## config.mk

```make
export PLATFORM = sky130hd
export DESIGN_NAME = decode_issue_reg_way1_flat
export DESIGN_NICKNAME = d
export VERILOG_FILES = /design/src/rtl/decode_issue_reg_way1_if.sv /design/src/rtl/decode_issue_reg_way1.sv /design/src/flat_wrapper.sv
export SDC_FILE = /design/constraint.sdc
export NUM_CORES = 1
export LEC_CHECK = 0
export ABC_AREA = 1
export BUFFER_PORTS_ARGS = -buffer_cell sky130_fd_sc_hd__buf_4
export CORE_UTILIZATION = 59
export CTS_CLUSTER_DIAMETER = 60
export DETAILED_ROUTE_END_ITERATION = 6
export GPL_ROUTABILITY_DRIVEN = 1
export PLACE_DENSITY = 0.86
export SLEW_MARGIN = 20
export SYNTH_ARGS = -nofsm -noshare
export SYNTH_HDL_FRONTEND = slang
export SYNTH_SLANG_ARGS = --single-unit
```

## constraint.sdc

```tcl
create_clock -name clk -period 3.4 [get_ports clk]
set_input_delay 0.68 -clock clk [delete_from_list [all_inputs] [get_ports clk]]
set_output_delay 0.68 -clock clk [all_outputs]
set_load 0.005 [all_outputs]
```

## src/rtl/decode_issue_reg_way1_if.sv

```systemverilog
// -----------------------------------------------------------------------------
// decode_issue_reg_way1_if
//   Valid/ready handshake plus the decoded way-1 instruction bundle.
//   master : drives valid and the bundle fields, receives ready
//   slave  : receives valid and the bundle fields, drives ready
//   Parameter XLEN : operand / immediate width
// -----------------------------------------------------------------------------
interface decode_issue_reg_way1_if #(
  parameter int XLEN = 64
);
  logic            valid;
  logic            ready;
  logic [31:0]     inst_addr;
  logic [1:0]      pid;
  logic [4:0]      rd_addr;
  logic            rd_write_enable;
  logic [XLEN-1:0] rs1_read_data;
  logic [XLEN-1:0] rs2_read_data;
  logic [XLEN-1:0] imm;
  logic [6:0]      op_code;
  logic [2:0]      funct3;
  logic [6:0]      funct7;
  logic [5:0]      shamt;

  modport master (
    output valid, inst_addr, pid, rd_addr, rd_write_enable,
           rs1_read_data, rs2_read_data, imm, op_code, funct3, funct7, shamt,
    input  ready
  );

  modport slave (
    input  valid, inst_addr, pid, rd_addr, rd_write_enable,
           rs1_read_data, rs2_read_data, imm, op_code, funct3, funct7, shamt,
    output ready
  );
endinterface

```

## src/rtl/decode_issue_reg_way1.sv

```systemverilog
// -----------------------------------------------------------------------------
// decode_issue_reg_way1
//   Two-entry elastic pipeline register between the way-1 decoder and the
//   way-1 execute stage. Bundles are held in a 2-deep FIFO; the head entry is
//   presented to execute. valid/ready toward both neighbours come from flops,
//   so there is no combinational path from ready in to ready out. A jump
//   redirect discards every held bundle and any bundle offered that cycle.
//
//   clk        : core clock, rising edge
//   reset_n    : asynchronous active-low reset
//   jumpFlag_i : redirect, flushes the buffer
//   up         : slave side, bundle from the decoder
//   dn         : master side, head bundle to execute
//   count_o    : occupancy 0..2
// -----------------------------------------------------------------------------
module decode_issue_reg_way1 #(
  parameter int XLEN = 64
) (
  input  logic                         clk,
  input  logic                         reset_n,
  input  logic                         jumpFlag_i,
  decode_issue_reg_way1_if.slave       up,
  decode_issue_reg_way1_if.master      dn,
  output logic [1:0]                   count_o
);

  typedef struct packed {
    logic [31:0]     inst_addr;
    logic [1:0]      pid;
    logic [4:0]      rd_addr;
    logic            rd_write_enable;
    logic [XLEN-1:0] rs1_read_data;
    logic [XLEN-1:0] rs2_read_data;
    logic [XLEN-1:0] imm;
    logic [6:0]      op_code;
    logic [2:0]      funct3;
    logic [6:0]      funct7;
    logic [5:0]      shamt;
  } bundle_t;

  // The state encoding doubles as the occupancy count.
  typedef enum logic [1:0] {
    EMPTY = 2'd0,
    ONE   = 2'd1,
    FULL  = 2'd2
  } state_e;

  state_e  state, state_nx;
  logic    wp, rp;
  logic    valid_q, ready_q;
  bundle_t mem [2];
  bundle_t in_bundle;
  bundle_t head;
  logic    push, pop;

  assign in_bundle = '{
    inst_addr:       up.inst_addr,
    pid:             up.pid,
    rd_addr:         up.rd_addr,
    rd_write_enable: up.rd_write_enable,
    rs1_read_data:   up.rs1_read_data,
    rs2_read_data:   up.rs2_read_data,
    imm:             up.imm,
    op_code:         up.op_code,
    funct3:          up.funct3,
    funct7:          up.funct7,
    shamt:           up.shamt
  };

  // A handshake in a flush cycle is neither a push nor a pop.
  assign push = up.valid & ready_q & ~jumpFlag_i;
  assign pop  = valid_q & dn.ready & ~jumpFlag_i;

  // NOTE: every signal written here gets a default first, so no latch is inferred.
  always_comb begin
    state_nx = state;
    if (jumpFlag_i) begin
      state_nx = EMPTY;
    end else begin
      case (state)
        EMPTY:   if (push) state_nx = ONE;
        ONE: begin
          if (push && !pop)      state_nx = FULL;
          else if (pop && !push) state_nx = EMPTY;
        end
        FULL:    if (pop) state_nx = ONE;
        default: state_nx = EMPTY;
      endcase
    end
  end

  // NOTE: state is updated with non-blocking assignments only, so every flop
  // samples the pre-edge values regardless of statement order.
  always_ff @(posedge clk or negedge reset_n) begin
    if (!reset_n) begin
      state   <= EMPTY;
      wp      <= 1'b0;
      rp      <= 1'b0;
      valid_q <= 1'b0;
      ready_q <= 1'b1;
      // NOTE: the storage is reset as well so the bundle outputs read zero
      // after reset; it is only two entries, so this costs almost nothing.
      mem[0]  <= '0;
      mem[1]  <= '0;
    end else begin
      state   <= state_nx;
      valid_q <= (state_nx != EMPTY);
      ready_q <= (state_nx != FULL);
      if (jumpFlag_i) begin
        wp <= 1'b0;
        rp <= 1'b0;
      end else begin
        if (push) begin
          mem[wp] <= in_bundle;
          wp      <= ~wp;
        end
        if (pop) begin
          rp <= ~rp;
        end
      end
    end
  end

  assign head     = mem[rp];
  assign up.ready = ready_q;
  assign count_o  = state;

  assign dn.valid           = valid_q;
  assign dn.inst_addr       = head.inst_addr;
  assign dn.pid             = head.pid;
  assign dn.rd_addr         = head.rd_addr;
  assign dn.rd_write_enable = head.rd_write_enable;
  assign dn.rs1_read_data   = head.rs1_read_data;
  assign dn.rs2_read_data   = head.rs2_read_data;
  assign dn.imm             = head.imm;
  assign dn.op_code         = head.op_code;
  assign dn.funct3          = head.funct3;
  assign dn.funct7          = head.funct7;
  assign dn.shamt           = head.shamt;

endmodule

```

## src/flat_wrapper.sv

```systemverilog
// flat-port wrapper written by rule: the top's interface ports become plain ports
module decode_issue_reg_way1_flat 
#(
  parameter int XLEN = 64
)
  (clk, reset_n, jumpFlag_i, count_o, up_valid, up_inst_addr, up_pid, up_rd_addr, up_rd_write_enable, up_rs1_read_data, up_rs2_read_data, up_imm, up_op_code, up_funct3, up_funct7, up_shamt, up_ready, dn_valid, dn_inst_addr, dn_pid, dn_rd_addr, dn_rd_write_enable, dn_rs1_read_data, dn_rs2_read_data, dn_imm, dn_op_code, dn_funct3, dn_funct7, dn_shamt, dn_ready);
  decode_issue_reg_way1_if #(.XLEN(XLEN)) up_i ();
  decode_issue_reg_way1_if #(.XLEN(XLEN)) dn_i ();
  input  logic clk;
  input  logic reset_n;
  input  logic jumpFlag_i;
  output logic [1:0] count_o;
  input wire logic [$bits(up_i.valid)-1:0] up_valid;
  input wire logic [$bits(up_i.inst_addr)-1:0] up_inst_addr;
  input wire logic [$bits(up_i.pid)-1:0] up_pid;
  input wire logic [$bits(up_i.rd_addr)-1:0] up_rd_addr;
  input wire logic [$bits(up_i.rd_write_enable)-1:0] up_rd_write_enable;
  input wire logic [$bits(up_i.rs1_read_data)-1:0] up_rs1_read_data;
  input wire logic [$bits(up_i.rs2_read_data)-1:0] up_rs2_read_data;
  input wire logic [$bits(up_i.imm)-1:0] up_imm;
  input wire logic [$bits(up_i.op_code)-1:0] up_op_code;
  input wire logic [$bits(up_i.funct3)-1:0] up_funct3;
  input wire logic [$bits(up_i.funct7)-1:0] up_funct7;
  input wire logic [$bits(up_i.shamt)-1:0] up_shamt;
  output wire logic [$bits(up_i.ready)-1:0] up_ready;
  output wire logic [$bits(dn_i.valid)-1:0] dn_valid;
  output wire logic [$bits(dn_i.inst_addr)-1:0] dn_inst_addr;
  output wire logic [$bits(dn_i.pid)-1:0] dn_pid;
  output wire logic [$bits(dn_i.rd_addr)-1:0] dn_rd_addr;
  output wire logic [$bits(dn_i.rd_write_enable)-1:0] dn_rd_write_enable;
  output wire logic [$bits(dn_i.rs1_read_data)-1:0] dn_rs1_read_data;
  output wire logic [$bits(dn_i.rs2_read_data)-1:0] dn_rs2_read_data;
  output wire logic [$bits(dn_i.imm)-1:0] dn_imm;
  output wire logic [$bits(dn_i.op_code)-1:0] dn_op_code;
  output wire logic [$bits(dn_i.funct3)-1:0] dn_funct3;
  output wire logic [$bits(dn_i.funct7)-1:0] dn_funct7;
  output wire logic [$bits(dn_i.shamt)-1:0] dn_shamt;
  input wire logic [$bits(dn_i.ready)-1:0] dn_ready;
  assign up_i.valid = up_valid;
  assign up_i.inst_addr = up_inst_addr;
  assign up_i.pid = up_pid;
  assign up_i.rd_addr = up_rd_addr;
  assign up_i.rd_write_enable = up_rd_write_enable;
  assign up_i.rs1_read_data = up_rs1_read_data;
  assign up_i.rs2_read_data = up_rs2_read_data;
  assign up_i.imm = up_imm;
  assign up_i.op_code = up_op_code;
  assign up_i.funct3 = up_funct3;
  assign up_i.funct7 = up_funct7;
  assign up_i.shamt = up_shamt;
  assign up_ready = up_i.ready;
  assign dn_valid = dn_i.valid;
  assign dn_inst_addr = dn_i.inst_addr;
  assign dn_pid = dn_i.pid;
  assign dn_rd_addr = dn_i.rd_addr;
  assign dn_rd_write_enable = dn_i.rd_write_enable;
  assign dn_rs1_read_data = dn_i.rs1_read_data;
  assign dn_rs2_read_data = dn_i.rs2_read_data;
  assign dn_imm = dn_i.imm;
  assign dn_op_code = dn_i.op_code;
  assign dn_funct3 = dn_i.funct3;
  assign dn_funct7 = dn_i.funct7;
  assign dn_shamt = dn_i.shamt;
  assign dn_i.ready = dn_ready;
  decode_issue_reg_way1 #(.XLEN(XLEN)) u_core (.clk(clk), .reset_n(reset_n), .jumpFlag_i(jumpFlag_i), .up(up_i), .dn(dn_i), .count_o(count_o));
endmodule
```

* Word level (Yosys, flattened, before mapping)
Cells that the tools add are included.
** Word-level totals
- Bits in registers :: 516
- Memory bits (writable) :: 0
- Memory bits (read-only) :: 0
- Input bits :: 260
- Memories kept :: 0
- Output and inout port bits :: 259
- Logic and storage cells :: 68
- Bits in latches :: 0
** Operators by class
- Shift-type cells :: 0
- Reduce and logical (&&, ||, !) cells :: 10
- Multipliers :: 0
- Equality and inequality tests :: 3
- Bitwise operators :: 9
- Add/sub/neg operators :: 0
- Div/mod/pow operators :: 0
- Magnitude comparators :: 3
- Muxes and demuxes :: 16
** Operator list (number)
- two-way mux 255 bit :: 4
- bitwise mux 510 bit :: 1
- demux 255 bit (select 1 bit) :: 1
- two-way mux 2 bit :: 5
- one-hot mux 2 bit (3 select lines) :: 1
- nonzero test 2 bit :: 3
- bitwise AND 1 bit :: 4
- greater-or-equal comparator 2 bit, second input constant :: 2
- two-way mux 1 bit :: 4
- NOT 1 -> 2 bit :: 2
- logical AND 1 bit :: 3
- NOT 1 bit :: 3
- == test 2 x 1 -> 1 bit, second input constant :: 1
- == test 2 bit, second input constant :: 1
- logical NOT 1 bit :: 2
- logical NOT 2 bit :: 1
- < comparator 2 x 1 -> 1 bit, second input constant :: 1
- != test 2 bit, second input constant :: 1
- AND reduction 2 bit :: 1

* Depth between registers and ports, before layout
- Depth in word-level cells :: 9
- Mapped depth :: 7
- Depth with buffers taken out :: 6

* Least setup slack after synthesis
Ideal clock, no wire load.
- Path kind :: register -> output
- Start point :: reg u_core.rp
- End point :: out dn_inst_addr[0]
- Arrival time :: 1.037 ns
- Path slack :: 1.683 ns
- Required time :: 2.720 ns
- Path buffers :: 2
- Cell stages (with the launch flop) :: 6
- Path through :: dfrtp_1 -> clkinv_1 -> buf_2 -> buf_1 -> nand2_1 -> nand2_1
** Between the ends
- Longest elaborated chain between the ends :: 4
** RTL lines
- start: declaration :: line decode_issue_reg_way1.sv:49 : logic wp, rp;
- start signal: assignment :: line decode_issue_reg_way1.sv:118 : rp <= ~rp;
- NOT 1 -> 2 bit (not written as such) :: line decode_issue_reg_way1.sv:124 : assign head = mem[rp];
- two-way mux 255 bit (not written as such) (3 in series) :: line decode_issue_reg_way1.sv:124
- end: declaration :: line flat_wrapper.sv:27 : output wire logic [$bits(dn_i.inst_addr)-1:0] dn_inst_addr;
No other way between the ends. The select of a mux whose other input is x is not followed.

* Worst setup path in the final report
- Start point :: reg u_core.rp
- End point :: out dn_rs2_read_data[58]
** Between the ends
- Longest elaborated chain between the ends :: 4
** RTL lines
- NOT 1 -> 2 bit (not written as such) :: line decode_issue_reg_way1.sv:124
- two-way mux 255 bit (not written as such) (3 in series) :: line decode_issue_reg_way1.sv:124
- end: declaration :: line flat_wrapper.sv:32 : output wire logic [$bits(dn_i.rs2_read_data)-1:0] dn_rs2_read_data;
No other way between the ends. The select of a mux whose other input is x is not followed.

==> impl_metrics.py <==
metrics = {
    "route": {
        "first_pass_iters": 5,
        "num_vias": 19800,
        "wire_per_inst_um": 16.8,
        "routed_wl_um": 63000,
        "viasPerCell": 5.28,
        "antenna_left": 0,
        "drc_errors": 0,
        "dr.first_iter.drc_count": 1598,
    },
    "pwr": {
        "clkPwrFrac_pct": 32.4,
        "p_leak_uw": 0.0162,
        "p_int_uw": 13200,
        "irDropWorstVdd_v": 0.000482,
        "pwr-share-seq_pct": 44.3,
        "power.switching_uw": 5430,
        "swShare_pct": 29.2,
        "p_per_area_mw_per_mm2": 633,
        "total_power_uw": 18600,
        "comb_power_share_pct": 23.3,
    },
    "global_route": {
        "antenna_found_initial": 2,
        "grt_overflow": 0,
        "grt_max_degree": 221,
        "grt_use_total_pct": 30.3,
        "grt_pass1_wl_um": 99800,
        "grt_pass1_vias": 19700,
    },
    "outcome": {
        "status": "finished clean",
    },
    "critical_path": {
        "start_kind": "flop",
        "rrSetupSlack_ns": 1.23,
        "reg2reg_to": "u_core.mem[114]",
        "r2r_start": "u_core.up.ready",
        "slowest_stage": "buf_12",
        "critPathMaxStageDelay_ns": 0.68,
        "cp_data_arrival_time_ns": 2.47,
        "critPathRequiredTime_ns": 2.72,
        "crit_top_cell": "nand2_1",
        "path_max_fanout": 220,
        "cp-endpoint": "dn_rs2_read_data[58]",
        "crit_type": "reg2out",
        "endpoint_kind": "output pin",
        "reg2reg_depth": 6,
        "critPathLaunch": "u_core.rp",
        "path_cells": "buf_12 > nand2_1 > nand2_1 > buf_4",
    },
    "clock_tree": {
        "cts_tree": "built",
        "cts_made_buffers": 52,
        "cts_hold_buffers": 0,
        "clock_sinks": 516,
        "clock_latency_ns": 0.59,
        "cts_setup_buffers": 0,
        "htree_levels": 2,
        "cts_root_buf": "clkbuf_16",
        "clock_path_buffers": 3,
        "clk_pin_slew_worst_paths_ns": 0.06,
        "cts_resized": 0,
    },
    "synth": {
        "synth_edf_count": 0,
        "ys_seq_elements": 516,
        "ys_seq_area_share_pct": 53.7,
        "synth_area_sq_mm": 0.0240,
        "mappedNetlistNets": 3013,
        "yosysTopAreaCell": "dfrtp_1",
        "yosysWarningCount": 0,
        "synth_area_per_cell_sq_um": 8.73,
        "yosysUniqueCellTypes": 19,
        "synth_ff_type": "dfrtp_1",
        "synth_common_cells": "nand2_1 (1282), dfrtp_1 (515), o21ai_2 (320), inv_1 (261), o21ai_1 (161)",
        "synthArstFlopShare_pct": 100,
        "synth_top_area_share_pct": 53.6,
        "synth.most_common_cell": "nand2_1",
        "synthCells": 2753,
        "synth.area.top_cells": "dfrtp_1 (54%), nand2_1 (20%), o21ai_2 (12%), buf_6 (5.1%), inv_1 (4.1%)",
    },
    "die": {
        "rows": 73,
        "initial_core_util_pct": 60.2,
        "die_w_um": 204,
        "die_area_sq_mm": 0.0415,
        "io_pins": 519,
        "die_h_um": 204,
        "coreArea_sq_mm": 0.0399,
    },
    "timing": {
        "min_period_over_period_pct": 92.8,
        "finalSetupViolCount": 0,
        "relSlewSlack_pct": 21.7,
        "period_minus_slack_ns": 3.15,
        "finalSetupTns_ns": 0,
        "finalHoldViolCount": 0,
        "timing.hold.ws_ns": 0.0460,
        "tightestPinTransition_ns": 1.17,
        "max_clock_freq_mhz": 317,
        "clock_skew_ns": 0.0120,
        "rsz0062_at_grt": "false",
        "slew_viol_final": 0,
    },
    "final_layout": {
        "nNetsFinal": 3450,
        "drive_gt1_share_pct": 29.8,
        "syn2layout_area_growth_pct": 22.3,
    },
    "place": {
        "numPortBuffers": 518,
        "gp_congestion": 0.877,
        "dp_hpwl_um": 41400,
    },
    "hold_path": {
        "hold_class": "in2async",
    },
    "flow_run": {
        "drv_cap": 0,
    },
}
[cells by family after synthesis]
family	synth area share, %
buf+inv	10.2
flops	53.7
compound gates	15.7
simple gates	20.3
[registers in the layout, summed over array words and instances, names as in the netlist]
name	count
u_core.up.ready	1
u_core.mem	510
u_core.count_o	2
u_core.wp	1
u_core.rp	1
u_core.dn.valid	1
[through the flow]
| step | util [%] | setup slack [ns] | instance area, sq um | std cells |
|---|---|---|---|---|
| 6_report | 73.6 | 0.246 | 29400 | 3756 |
| 4_1_cts | 73.6 | 0.361 | 29400 | 3755 |
| 2_1_floorplan | - | 1.68 | 24000 | 2753 |
| 5_1_grt | 73.6 | 0.188 | 29400 | 3756 |
| 3_3_place_gp | 69.0 | 1.03 | 27500 | 3661 |
| 3_5_place_dp | 69.0 | 0.935 | 27500 | 3661 |
[worst min-delay path by stage]
stage,slack (ns),cells after the start,endpoint,startpoint
after floorplan,0.38,0,u_core.count_o[0],reset_n
after global routing,0.06,1,u_core.mem[97],reset_n
after detailed placement,0.47,2,u_core.mem[423],u_core.mem[423]
final,0.05,1,u_core.mem[97],reset_n
after CTS,0.04,1,u_core.mem[97],reset_n
after global placement,0.46,2,u_core.mem[473],u_core.mem[473]
[cells in the final DEF, fill, tap and decap left out, types with 2 or more instances in the layout]
master	Yosys	final
nand2_1	1282	1282
buf_4	0	536
dfrtp_1	515	514
o21ai_2	320	320
inv_1	261	261
o21ai_1	161	161
clkbuf_16	0	53
o21ai_0	31	31
clkbuf_8	0	17
buf_12	0	13
clkbuf_1	23	8
clkinv_2	0	7
bufinv_16	0	6
nor2_1	4	4
nand3_1	2	2
a21oi_1	2	2
nand2_8	0	2
[final cells by class]
cell class                      instances  area (sq um)
Multi-Input combinational cell       1807          8670
Tap cell                              525           657
Inverter                              262           991
Fill cell                            2740         10500
Antenna cell                            1          2.50
Sequential cell                       516         12900
Clock inverter                         16           240
Clock buffer                           78          1590
Timing Repair Buffer                  551          4310
[critical path, delay by kind of cell (launching register included)]
kind                   cells  cell delay, ns
buffers and inverters      2            0.79
and+or+nand+nor            2            0.36
DFF                        1            0.46
[layer usage]
layer / GRT usage (%) / wire length, um
met1: 36.9 / 23200
met2: 49.9 / 31100
met3: 8.02 / 5360
met4: 15.4 / 3330
met5: 0 / 11
[power groups by stage]
| stage | Combinational [uW] | Sequential [uW] | Clock, uW |
|---|---|---|---|
| 3_3_place_gp | 4120 | 8230 | 0 |
| 4_1_cts | 4370 | 8230 | 6120 |
| 6_report | 4330 | 8250 | 6030 |
| 2_1_floorplan | 2510 | 8120 | 0 |
| 5_1_grt | 4810 | 8390 | 6350 |
| 3_5_place_dp | 4310 | 8310 | 0 |
(Power assumes the default switching activity.)
